==> src/rtl/syn_vga_lbffr_fill_if.sv <==
// Pixel-memory read port: request/ack handshake plus returned-data strobe.
// master = fill engine, slave = memory arbiter.
interface syn_vga_lbffr_fill_if #(
  parameter int P_MEM_ADDR_W = 18
);
  logic                    mem_rd_req;
  logic [P_MEM_ADDR_W-1:0] mem_rd_addr;
  logic                    mem_rd_ack;
  logic                    mem_rd_valid;
  logic [15:0]             mem_rd_data;

  modport master (
    output mem_rd_req, mem_rd_addr,
    input  mem_rd_ack, mem_rd_valid, mem_rd_data
  );

  modport slave (
    input  mem_rd_req, mem_rd_addr,
    output mem_rd_ack, mem_rd_valid, mem_rd_data
  );
endinterface

==> src/rtl/syn_vga_lbffr_fill.sv <==
// Line-buffer fill engine: fetches packed 16-bit frame words once per frame and
// unpacks them into the VGA line-buffer FIFO, throttled by FIFO occupancy.
//
//   state    | meaning
//   ---------+----------------------------------------------------------
//   IDLE     | driver disabled or test-pattern mode; nothing fetched
//   WAIT_FRM | enabled, waiting for the first vsync falling edge
//   FETCH    | issuing reads for the current frame
//   DRAIN    | all reads issued; waiting for returns and unpack to finish
//   DONE     | frame fully written; waiting for next vsync
module syn_vga_lbffr_fill #(
  parameter int P_HVALID_W   = 640,
  parameter int P_VVALID_W   = 480,
  parameter int P_MEM_ADDR_W = 18,
  parameter int P_FF_DEPTH   = 64,
  parameter int P_FF_OCC_W   = 7,
  parameter int P_MAX_OUTSTD = 4
) (
  input  logic                    clk_ir,
  input  logic                    rst_sync_l,
  input  logic                    vga_drvr_en,
  input  logic                    vga_mode,
  input  logic                    vsync_n,
  input  logic [P_MEM_ADDR_W-1:0] fbuf_base_addr,
  syn_vga_lbffr_fill_if.master    mem,
  output logic                    ff_wr_en,
  output logic [7:0]              ff_wr_data,
  input  logic [P_FF_OCC_W-1:0]   ff_occ,
  output logic                    ff_clr,
  output logic                    fill_underrun
);

  localparam int N_WORDS = P_HVALID_W * P_VVALID_W / 2;
  localparam int WCNT_W  = 18;
  localparam int CNT_W   = $clog2(P_MAX_OUTSTD + 1);
  localparam int DSC_W   = CNT_W + 2;
  localparam int PTR_W   = (P_MAX_OUTSTD > 1) ? $clog2(P_MAX_OUTSTD) : 1;
  localparam int SP_W    = P_FF_OCC_W + CNT_W + 3;

  typedef enum logic [2:0] {
    S_IDLE     = 3'd0,
    S_WAIT_FRM = 3'd1,
    S_FETCH    = 3'd2,
    S_DRAIN    = 3'd3,
    S_DONE     = 3'd4
  } state_t;

  state_t                  state, state_nxt;
  logic                    vs_q;
  logic                    go_idle, frm_start, flush, in_fetch, at_rest;
  logic                    req_q, ack_fire, ret_take, pop;
  logic [P_MEM_ADDR_W-1:0] addr_q;
  logic [WCNT_W-1:0]       wcnt;
  logic [CNT_W-1:0]        outst, held;
  logic [CNT_W:0]          inuse;
  logic [SP_W-1:0]         need_occ;
  logic                    issue_ok;
  logic [DSC_W-1:0]        discard, disc_sum, disc_flush;
  logic [15:0]             hold_mem [P_MAX_OUTSTD];
  logic [PTR_W-1:0]        wp, rp;
  logic                    phase;
  logic [15:0]             head;

  assign go_idle   = !vga_drvr_en || vga_mode;
  assign frm_start = vs_q && !vsync_n && !go_idle && (state != S_IDLE);
  assign ack_fire  = req_q && mem.mem_rd_ack && in_fetch;
  assign ret_take  = mem.mem_rd_valid && (discard == '0) && !flush;
  assign pop       = phase && !flush;

  assign mem.mem_rd_req  = req_q;
  assign mem.mem_rd_addr = addr_q;

  // One byte slot is always reserved for a write that ff_occ may not show yet.
  assign inuse    = {1'b0, outst} + {1'b0, held};
  assign need_occ = SP_W'(ff_occ) + SP_W'({inuse, 1'b0}) + SP_W'(2);
  assign issue_ok = (inuse < (CNT_W+1)'(P_MAX_OUTSTD)) &&
                    (need_occ <= SP_W'(P_FF_DEPTH - 1));

  always_ff @(posedge clk_ir) begin
    if (!rst_sync_l) state <= S_IDLE;
    else             state <= state_nxt;
  end

  always_comb begin
    state_nxt = state;
    if (go_idle) begin
      state_nxt = S_IDLE;
    end else if (frm_start) begin
      state_nxt = S_FETCH;
    end else begin
      case (state)
        S_IDLE:  state_nxt = S_WAIT_FRM;
        S_FETCH: if (ack_fire && (wcnt == WCNT_W'(N_WORDS - 1))) state_nxt = S_DRAIN;
        S_DRAIN: if (at_rest) state_nxt = S_DONE;
        default: state_nxt = state;
      endcase
    end
  end

  always_comb begin
    flush    = go_idle || frm_start;
    in_fetch = (state == S_FETCH) && !flush;
    at_rest  = (outst == '0) && (held == '0) && !phase;
  end

  // Everything still in flight at a flush, including a same-cycle ack, is owed to the old frame.
  always_comb begin
    disc_sum   = discard + DSC_W'(outst) + DSC_W'(req_q && mem.mem_rd_ack);
    disc_flush = (mem.mem_rd_valid && (disc_sum != '0)) ? disc_sum - 1'b1 : disc_sum;
    head       = (held == '0) ? mem.mem_rd_data : hold_mem[rp];
  end

  always_ff @(posedge clk_ir) begin
    if (ret_take) hold_mem[wp] <= mem.mem_rd_data;
  end

  always_ff @(posedge clk_ir) begin
    if (!rst_sync_l) begin
      vs_q          <= 1'b1;
      ff_clr        <= 1'b0;
      req_q         <= 1'b0;
      addr_q        <= '0;
      wcnt          <= '0;
      outst         <= '0;
      discard       <= '0;
      held          <= '0;
      wp            <= '0;
      rp            <= '0;
      phase         <= 1'b0;
      ff_wr_en      <= 1'b0;
      ff_wr_data    <= '0;
      fill_underrun <= 1'b0;
    end else begin
      vs_q   <= vsync_n;
      ff_clr <= frm_start;

      if (flush)                      req_q <= 1'b0;
      else if (req_q)                 req_q <= !mem.mem_rd_ack;
      else if (in_fetch && issue_ok)  req_q <= 1'b1;

      if (frm_start)     addr_q <= fbuf_base_addr;
      else if (ack_fire) addr_q <= addr_q + 1'b1;

      if (flush)         wcnt <= '0;
      else if (ack_fire) wcnt <= wcnt + 1'b1;

      if (flush) begin
        outst   <= '0;
        discard <= disc_flush;
      end else begin
        outst <= outst + CNT_W'(ack_fire) - CNT_W'(ret_take);
        if (mem.mem_rd_valid && (discard != '0)) discard <= discard - 1'b1;
      end

      if (flush) begin
        held <= '0;
        wp   <= '0;
        rp   <= '0;
      end else begin
        held <= held + CNT_W'(ret_take) - CNT_W'(pop);
        if (ret_take) wp <= (wp == PTR_W'(P_MAX_OUTSTD - 1)) ? '0 : wp + 1'b1;
        if (pop)      rp <= (rp == PTR_W'(P_MAX_OUTSTD - 1)) ? '0 : rp + 1'b1;
      end

      // Low byte may bypass straight from the return bus when nothing is held.
      if (flush) begin
        phase    <= 1'b0;
        ff_wr_en <= 1'b0;
      end else if (phase) begin
        phase      <= 1'b0;
        ff_wr_en   <= 1'b1;
        ff_wr_data <= hold_mem[rp][15:8];
      end else if ((held != '0) || ret_take) begin
        phase      <= 1'b1;
        ff_wr_en   <= 1'b1;
        ff_wr_data <= head[7:0];
      end else begin
        ff_wr_en <= 1'b0;
      end

      if (frm_start)
        fill_underrun <= 1'b0;
      else if ((state == S_FETCH) && (wcnt != '0) && (ff_occ == '0))
        fill_underrun <= 1'b1;
    end
  end

endmodule

==> src/flat_wrapper.sv <==
// flat-port wrapper written by rule: the top's interface ports become plain ports
module syn_vga_lbffr_fill_flat 
#(
  parameter int P_HVALID_W   = 640,
  parameter int P_VVALID_W   = 480,
  parameter int P_MEM_ADDR_W = 18,
  parameter int P_FF_DEPTH   = 64,
  parameter int P_FF_OCC_W   = 7,
  parameter int P_MAX_OUTSTD = 4
)
  (clk_ir, rst_sync_l, vga_drvr_en, vga_mode, vsync_n, fbuf_base_addr, ff_wr_en, ff_wr_data, ff_occ, ff_clr, fill_underrun, mem_mem_rd_req, mem_mem_rd_addr, mem_mem_rd_ack, mem_mem_rd_valid, mem_mem_rd_data);
  syn_vga_lbffr_fill_if #(.P_MEM_ADDR_W(P_MEM_ADDR_W)) mem_i ();
  input  logic clk_ir;
  input  logic rst_sync_l;
  input  logic vga_drvr_en;
  input  logic vga_mode;
  input  logic vsync_n;
  input  logic [P_MEM_ADDR_W-1:0] fbuf_base_addr;
  output logic ff_wr_en;
  output logic [7:0] ff_wr_data;
  input  logic [P_FF_OCC_W-1:0] ff_occ;
  output logic ff_clr;
  output logic fill_underrun;
  output wire logic [$bits(mem_i.mem_rd_req)-1:0] mem_mem_rd_req;
  output wire logic [$bits(mem_i.mem_rd_addr)-1:0] mem_mem_rd_addr;
  input wire logic [$bits(mem_i.mem_rd_ack)-1:0] mem_mem_rd_ack;
  input wire logic [$bits(mem_i.mem_rd_valid)-1:0] mem_mem_rd_valid;
  input wire logic [$bits(mem_i.mem_rd_data)-1:0] mem_mem_rd_data;
  assign mem_mem_rd_req = mem_i.mem_rd_req;
  assign mem_mem_rd_addr = mem_i.mem_rd_addr;
  assign mem_i.mem_rd_ack = mem_mem_rd_ack;
  assign mem_i.mem_rd_valid = mem_mem_rd_valid;
  assign mem_i.mem_rd_data = mem_mem_rd_data;
  syn_vga_lbffr_fill #(.P_HVALID_W(P_HVALID_W), .P_VVALID_W(P_VVALID_W), .P_MEM_ADDR_W(P_MEM_ADDR_W), .P_FF_DEPTH(P_FF_DEPTH), .P_FF_OCC_W(P_FF_OCC_W), .P_MAX_OUTSTD(P_MAX_OUTSTD)) u_core (.clk_ir(clk_ir), .rst_sync_l(rst_sync_l), .vga_drvr_en(vga_drvr_en), .vga_mode(vga_mode), .vsync_n(vsync_n), .fbuf_base_addr(fbuf_base_addr), .mem(mem_i), .ff_wr_en(ff_wr_en), .ff_wr_data(ff_wr_data), .ff_occ(ff_occ), .ff_clr(ff_clr), .fill_underrun(fill_underrun));
endmodule
==> config.mk <==
export PLATFORM = sky130hd
export DESIGN_NAME = syn_vga_lbffr_fill_flat
export DESIGN_NICKNAME = d
export VERILOG_FILES = /design/src/rtl/syn_vga_lbffr_fill_if.sv /design/src/rtl/syn_vga_lbffr_fill.sv /design/src/flat_wrapper.sv
export SDC_FILE = /design/constraint.sdc
export NUM_CORES = 1
export LEC_CHECK = 0
export BUFFER_PORTS_ARGS = -buffer_cell sky130_fd_sc_hd__buf_2
export CAP_MARGIN = 20
export CELL_PAD_IN_SITES_DETAIL_PLACEMENT = 0
export CELL_PAD_IN_SITES_GLOBAL_PLACEMENT = 1
export CORE_UTILIZATION = 32
export CTS_CLUSTER_SIZE = 14
export DETAILED_ROUTE_END_ITERATION = 8
export GPL_TIMING_DRIVEN = 0
export PLACE_DENSITY_LB_ADDON = 0.1
export SLEW_MARGIN = 5
export SYNTH_ARGS = -nofsm -noshare
export SYNTH_HDL_FRONTEND = slang
export SYNTH_SLANG_ARGS = --single-unit
==> constraint.sdc <==
create_clock -name clk_ir -period 4.8 [get_ports clk_ir]
set_clock_uncertainty 0.05 [all_clocks]
set_input_delay 1.2 -clock clk_ir [delete_from_list [all_inputs] [get_ports clk_ir]]
set_output_delay 1.2 -clock clk_ir [all_outputs]
set_load 0.005 [all_outputs]
# Yosys cells after proc, flatten, opt, wreduce, memory -nomap -nowiden
# Memories as Yosys holds them, arrays and structs flattened. A register that Yosys moved wholly into a read port is not among the register bits.
# Cells that the tools add are included.
# totals
ramBits	64
inputBits	48
ff_bits	68
n_memories	1
word_cells	117
out_inout_bits	30
# op_classes
bitwise	2
magnitude_cmp	2
addsub	15
n_mux	22
eq_ne	9
reduce_logical	50
# mem_list
name	words	width	rd	rd_clocked_by_memory_dff	wr	line_no	text
u_core.hold_mem	4	16	1	1	1	syn_vga_lbffr_fill.sv:59	logic [15:0] hold_mem [P_MAX_OUTSTD];
# op_table
cell	n
$add 18x1->18 const B	2
$mux 18	2
$mux 8	3
$eq 18x18->1 const B	1
$logic_and 1x1->1	18
$reduce_bool 18->1	1
$mux 5	3
$add 13x2->13 const B	1
$le 13x6->1 const B	1
$mux 2	5
$reduce_bool 5->1	2
$sub 5x1->5 const B	2
$logic_not 3->1	3
$pmux 3 s3	1
$reduce_bool 3->1	3
$add 7x5->8	1
$logic_not 7->1	1
$add 3x1->3	2
$eq 3x2->1 const B	2
$logic_not 1->1	6
$mux 1	6
$mux 3	2
$ne 3x1->1 const B	2
$reduce_and 3->1	2
16 further kinds	28

# Depth between registers and ports, before layout
# depth
word_depth	13
mapped_depth	14
depth_no_buf	14

# Worst setup path before layout
# OpenSTA, ideal clock, no wires.
# synth_path
kind	input to register
startpoint	input port vga_drvr_en
endpoint	register u_core.outst[2]
arrival_ps	3565
n_path_buf	3
stages	14
required_ps	4622
slack_ps	1057
setup_time_ps	128
cell_sequence	nor4bb_1 -> clkbuf_1 -> a2111oi_4 -> inv_2 -> buf_6 -> clkbuf_1 -> ha_1 -> inv_1 -> ha_1 -> inv_1 -> fa_1 -> xor2_1 -> xnor2_1 -> nor2_1
# synth_between
elab_chain_len	11
word_cells_on_any_way	13
cone_classes	add/sub: 2; reduce/logical: 11
# synth_lines
element	line_no	text
start: declaration	flat_wrapper.sv:15	input logic vga_drvr_en;
$logic_not 1->1 (*)	syn_vga_lbffr_fill.sv:64	assign go_idle = !vga_drvr_en || vga_mode;
$logic_or 1x1->1 (*)	syn_vga_lbffr_fill.sv:64	
$logic_not 1->1	syn_vga_lbffr_fill.sv:65	assign frm_start = vs_q && !vsync_n && !go_idle && (state != S_IDLE);
$logic_and 1x1->1 (2 in a row)	syn_vga_lbffr_fill.sv:65	
$logic_or 1x1->1 (*)	syn_vga_lbffr_fill.sv:101	flush = go_idle || frm_start;
$logic_not 1->1	syn_vga_lbffr_fill.sv:67, syn_vga_lbffr_fill.sv:102	
$logic_and 1x1->1	syn_vga_lbffr_fill.sv:102	in_fetch = (state == S_FETCH) && !flush;
$logic_and 1x1->1	syn_vga_lbffr_fill.sv:66	assign ack_fire = req_q && mem.mem_rd_ack && in_fetch;
$add 3x1->3	syn_vga_lbffr_fill.sv:151	outst <= outst + CNT_W'(ack_fire) - CNT_W'(ret_take);
$sub 3x1->3	syn_vga_lbffr_fill.sv:151	
end signal: assignment	syn_vga_lbffr_fill.sv:151	
end: declaration	syn_vga_lbffr_fill.sv:54	logic [CNT_W-1:0] outst, held;
# Every way passes the cells marked *; elsewhere a longest branch is shown, timed or not.
# A chain may end at the register's enable or synchronous reset.

# Worst setup path in the final report
# layout_path
startpoint	input port vga_mode
endpoint	register u_core.outst[2]
# layout_between
elab_chain_len	10
word_cells_on_any_way	12
cone_classes	add/sub: 2; reduce/logical: 10
# layout_lines
element	line_no	text
start: declaration	flat_wrapper.sv:16	input logic vga_mode;
$logic_or 1x1->1 (*)	syn_vga_lbffr_fill.sv:64	
$logic_not 1->1	syn_vga_lbffr_fill.sv:65	
$logic_and 1x1->1 (2 in a row)	syn_vga_lbffr_fill.sv:65	
$logic_or 1x1->1 (*)	syn_vga_lbffr_fill.sv:101	
$logic_not 1->1	syn_vga_lbffr_fill.sv:67, syn_vga_lbffr_fill.sv:102	
$logic_and 1x1->1	syn_vga_lbffr_fill.sv:102	
$logic_and 1x1->1	syn_vga_lbffr_fill.sv:66	
$add 3x1->3	syn_vga_lbffr_fill.sv:151	
$sub 3x1->3	syn_vga_lbffr_fill.sv:151	
# Marked as above.

==> results.cfg <==
[sta]
tns_ns = 0
setup_viol = 0
final-hold-violation-count = 0
max_slew_margin_pct = 37.2
worst_pin_slew_ns = 0.942
slew_viol_final = 0
hold_ws_ns = 0.428
fin_crit_ns = 3.97
fin_crit_sh_pct = 82.7
fmax_ghz = 0.252
rsz0062_at_grt = no

[clock_tree]
cts_hold_buf = 0
clk_transition_reported_paths_ns = 0.06
cts_buffer_depth = 2
cts_resized = 0
cts_tree = yes
post_cts_buffers = 0
htree_levels = 4
clock_latency_ns = 0.42
numCtsBuffers = 17
clkSinkCount = 134
ctsRootBufferMaster = clkbuf_16

[global_route]
grt_first_pass_wirelength_um = 26900
grt_usage_pct = 16.3
antenna_found_initial = 0
grt-ovfl-total = 0
grt_start_max_net_pins = 17
grt_pass1_vias = 5002

[critical_path]
r2r-start = u_core.state[1]
slowest_stage = clkbuf_1
cp_data_arrival_time_ns = 4.20
worstSetupPathType = input port to flip-flop
start_kind = input port
cp_max_fo = 10
rrSetupSlack_ns = 1.21
cp_slowest_stage_delay_ns = 0.48
path_delay_family = buffers and inverters
crit_required_ns = 5.03
setup.worst_path.end_class = flip-flop
worstPathCellList = buf_2 > nor4bb_1 > clkbuf_1 > a2111oi_4 > inv_2 > buf_6 > clkbuf_1 > ha_1 > inv_1 > ha_1 > inv_1 > fa_1 > xor2_1 > xnor2_1 > nor2_1
r2r_cells = 13
path_buf_inv = 7
r2r-end = u_core.outst[2]

[drt]
drc = 0
wl_um = 16300
dr.pass1.iters = 4
vias_per_cell = 5.00
drtAntennaViolNets = 0
wire_per_inst_um = 16.7
drtIter0Drc = 242
vias = 4884

[worst_hold_path]
hp-start = u_core.ff_wr_data[6]
min_to = u_core.ff_wr_data[6]
hold_path_class = flip-flop to flip-flop
whs_path_depth = 1

[yosys]
synthesis.nets = 679
synth_seq_cells = 134
synthArstFlopShare_pct = 0
synth.largest_area_cell = edfxtp_1
synth_flop_cell = dfxtp_1
netlist_area_mm2 = 0.00659
yosys-top-cells-area = edfxtp_1 29%, dfxtp_1 21%, mux4_2 5.5%, ha_1 4.9%, xnor2_1 4.1%
synth_top_area_share_pct = 29.2
synth_seq_area_share_pct = 50.4
yosysWarnings = 0
ys_types = 62
syn_inst = 599
synth_edf_count = 64
avgSynthCellArea_um2 = 11.0

[placed_design]
dpl.cell_count = 944
port_buffers = 75
placed_cell_area_mm2 = 0.00731
hpwl_um = 11600
gp_congestion = 0.755

[die]
fp.dieArea_mm2 = 0.0212
die_h_um = 146
start_util_pct = 32.6
core_mm2 = 0.0202
die_w_um = 146
row_count = 52
boundaryPins = 78

[power]
p_seq_share_pct = 42.5
powerDensity_mw_per_mm2 = 370
intPower_w = 0.00216
irDropWorstVdd_v = 0.000239
swShare_pct = 26.3
p_comb_share_pct = 11.0
leakagePower_nw = 2.88
power.share.clock_pct = 46.5
net-switching-power_w = 0.000772

[final_layout]
fin_cells = 976
num-nets-final = 773
syn2layout_area_growth_pct = 20.2
nFillCells = 1998
utilization_pct = 39.2
seq_area_mm2 = 0.00332
stdcell_area_mm2 = 0.00792
multi_input_area_mm2 = 0.00304
drive_gt1_share_pct = 19.7
antenna_cells = 0

[outcome]
status = finished, final reports clean

[job]
maxCapViolCount = 0
==> state kept, by name, summed over array words and instances, names as in the netlist, named ones only <==
name	cells
u_core.phase	1
u_core.state	3
u_core.hold_mem	64
u_core.mem.mem_rd_addr	18
u_core.ff_clr	1
u_core.ff_wr_data	8
u_core.mem.mem_rd_req	1
u_core.outst	3
u_core.wcnt	18
u_core.rp	2
u_core.held	3
u_core.vs_q	1
u_core.wp	2
u_core.discard	5
u_core.fill_underrun	1
u_core.ff_wr_en	1
==> cells in the final DEF, fill, tap and decap left out, types with 5 or more instances in the layout <==
| master | netlist | final |
|---|---|---|
| clkbuf_16 | 0 | 17 |
| mux2i_1 | 11 | 11 |
| fa_1 | 6 | 6 |
| a22o_1 | 8 | 8 |
| nand4_1 | 11 | 11 |
| dfxtp_1 | 70 | 70 |
| o21ai_0 | 23 | 23 |
| nor3_1 | 26 | 26 |
| and2_1 | 6 | 6 |
| nor2_1 | 37 | 37 |
| edfxtp_1 | 64 | 64 |
| nand3_1 | 18 | 18 |
| or4_1 | 6 | 6 |
| nand2b_1 | 5 | 5 |
| a21oi_1 | 29 | 29 |
| nor4_1 | 16 | 16 |
| buf_2 | 0 | 75 |
| clkbuf_1 | 22 | 22 |
| inv_8 | 0 | 8 |
| a211oi_1 | 11 | 11 |
| inv_1 | 30 | 30 |
| xnor2_1 | 31 | 31 |
| ha_1 | 26 | 26 |
| and3_1 | 10 | 10 |
| xor2_1 | 9 | 9 |
| nand2_1 | 44 | 44 |
| mux4_2 | 16 | 16 |
==> worst max-delay path by stage <==
| stage | start | endpoint | cells after the start | slack, ns |
|---|---|---|---|---|
| 4_1_cts | vga_mode | u_core.outst[2] | 15 | 0.80 |
| 5_1_grt | vga_mode | u_core.outst[2] | 15 | 0.60 |
| 3_3_place_gp | vga_mode | u_core.outst[2] | 15 | 0.39 |
| 2_1_floorplan | vga_drvr_en | u_core.outst[2] | 14 | 1.06 |
| 3_5_place_dp | vga_mode | u_core.outst[2] | 15 | 0.36 |
| 6_report | vga_mode | u_core.outst[2] | 15 | 0.83 |
==> logic make-up (layout without fill, tap and decap cells) <==
group / after synthesis / after routing / share of synthesized area, %
flops: 134 / 134 / 50.4
mux: 28 / 28 / 7.31
simple gates: 201 / 201 / 15.8
buf+inv: 59 / 166 / 3.47
compound gates: 105 / 105 / 10.9
xor+xnor: 40 / 40 / 5.31
fa+ha+maj: 32 / 32 / 6.76
==> power by group through the flow <==
stage / Sequential, W / Combinational (W) / Clock (W)
4_1_cts: 0.00125 / 0.000323 / 0.00140
3_5_place_dp: 0.00127 / 0.000320 / 0
2_1_floorplan: 0.00127 / 0.000225 / 0
3_3_place_gp: 0.00127 / 0.000315 / 0
6_report: 0.00125 / 0.000322 / 0.00137
5_1_grt: 0.00125 / 0.000360 / 0.00146
==> worst reg2reg max path, stage by stage (launching register included) <==
cell and delay (ns):
dfxtp_1 0.43, or3b_4 0.47, a2111oi_4 0.61, inv_2 0.12, buf_6 0.18, clkbuf_1 0.29
ha_1 0.37, inv_1 0.06, ha_1 0.13, inv_1 0.05, fa_1 0.37, xor2_1 0.16
xnor2_1 0.14, nor2_1 0.05
==> per-stage QoR <==
step | worst slack, ns | power (W)
after floorplan | 1.06 | 0.00149
after global placement | 0.387 | 0.00159
after detailed placement | 0.360 | 0.00159
after CTS | 0.800 | 0.00297
after global routing | 0.605 | 0.00307
final | 0.831 | 0.00294
==> synthesized netlist by cell type (3+ instances only) <==
library cell	n
nor2b_1	4
fa_1	6
a21o_1	3
nand2b_1	5
a21oi_1	29
xnor2_1	31
or4_1	6
a211oi_1	11
nor4_1	16
mux2i_1	11
nor2_1	37
nand3_1	18
nand4_1	11
nand2_1	44
a22o_1	8
o211ai_1	3
nor3_1	26
and3_1	10
mux4_2	16
dfxtp_1	70
or2_2	3
clkbuf_1	22
ha_1	26
xor2_1	9
buf_1	4
o21ai_0	23
edfxtp_1	64
and2_1	6
inv_1	30
or3_1	3
==> cell type report <==
class | count | share of cell area [%]
tap | 270 | 4.26
buffer | 27 | 1.37
timing repair buffer | 75 | 4.74
clock inverter | 15 | 2.43
multi-input combinational | 406 | 38.4
inverter | 32 | 1.52
clock buffer | 17 | 5.37
sequential | 134 | 41.9
==> per-layer routing <==
| layer | global-route usage, % | wire length, um | part of all wire (%) |
|---|---|---|---|
| met5 | 0 | 0 | 0 |
| met4 | 4.58 | 154 | 0.95 |
| met3 | 3.20 | 432 | 2.7 |
| met2 | 26.6 | 7690 | 47 |
| met1 | 21.9 | 7990 | 49 |
Note: power is estimated with default switching activity, not from simulation.
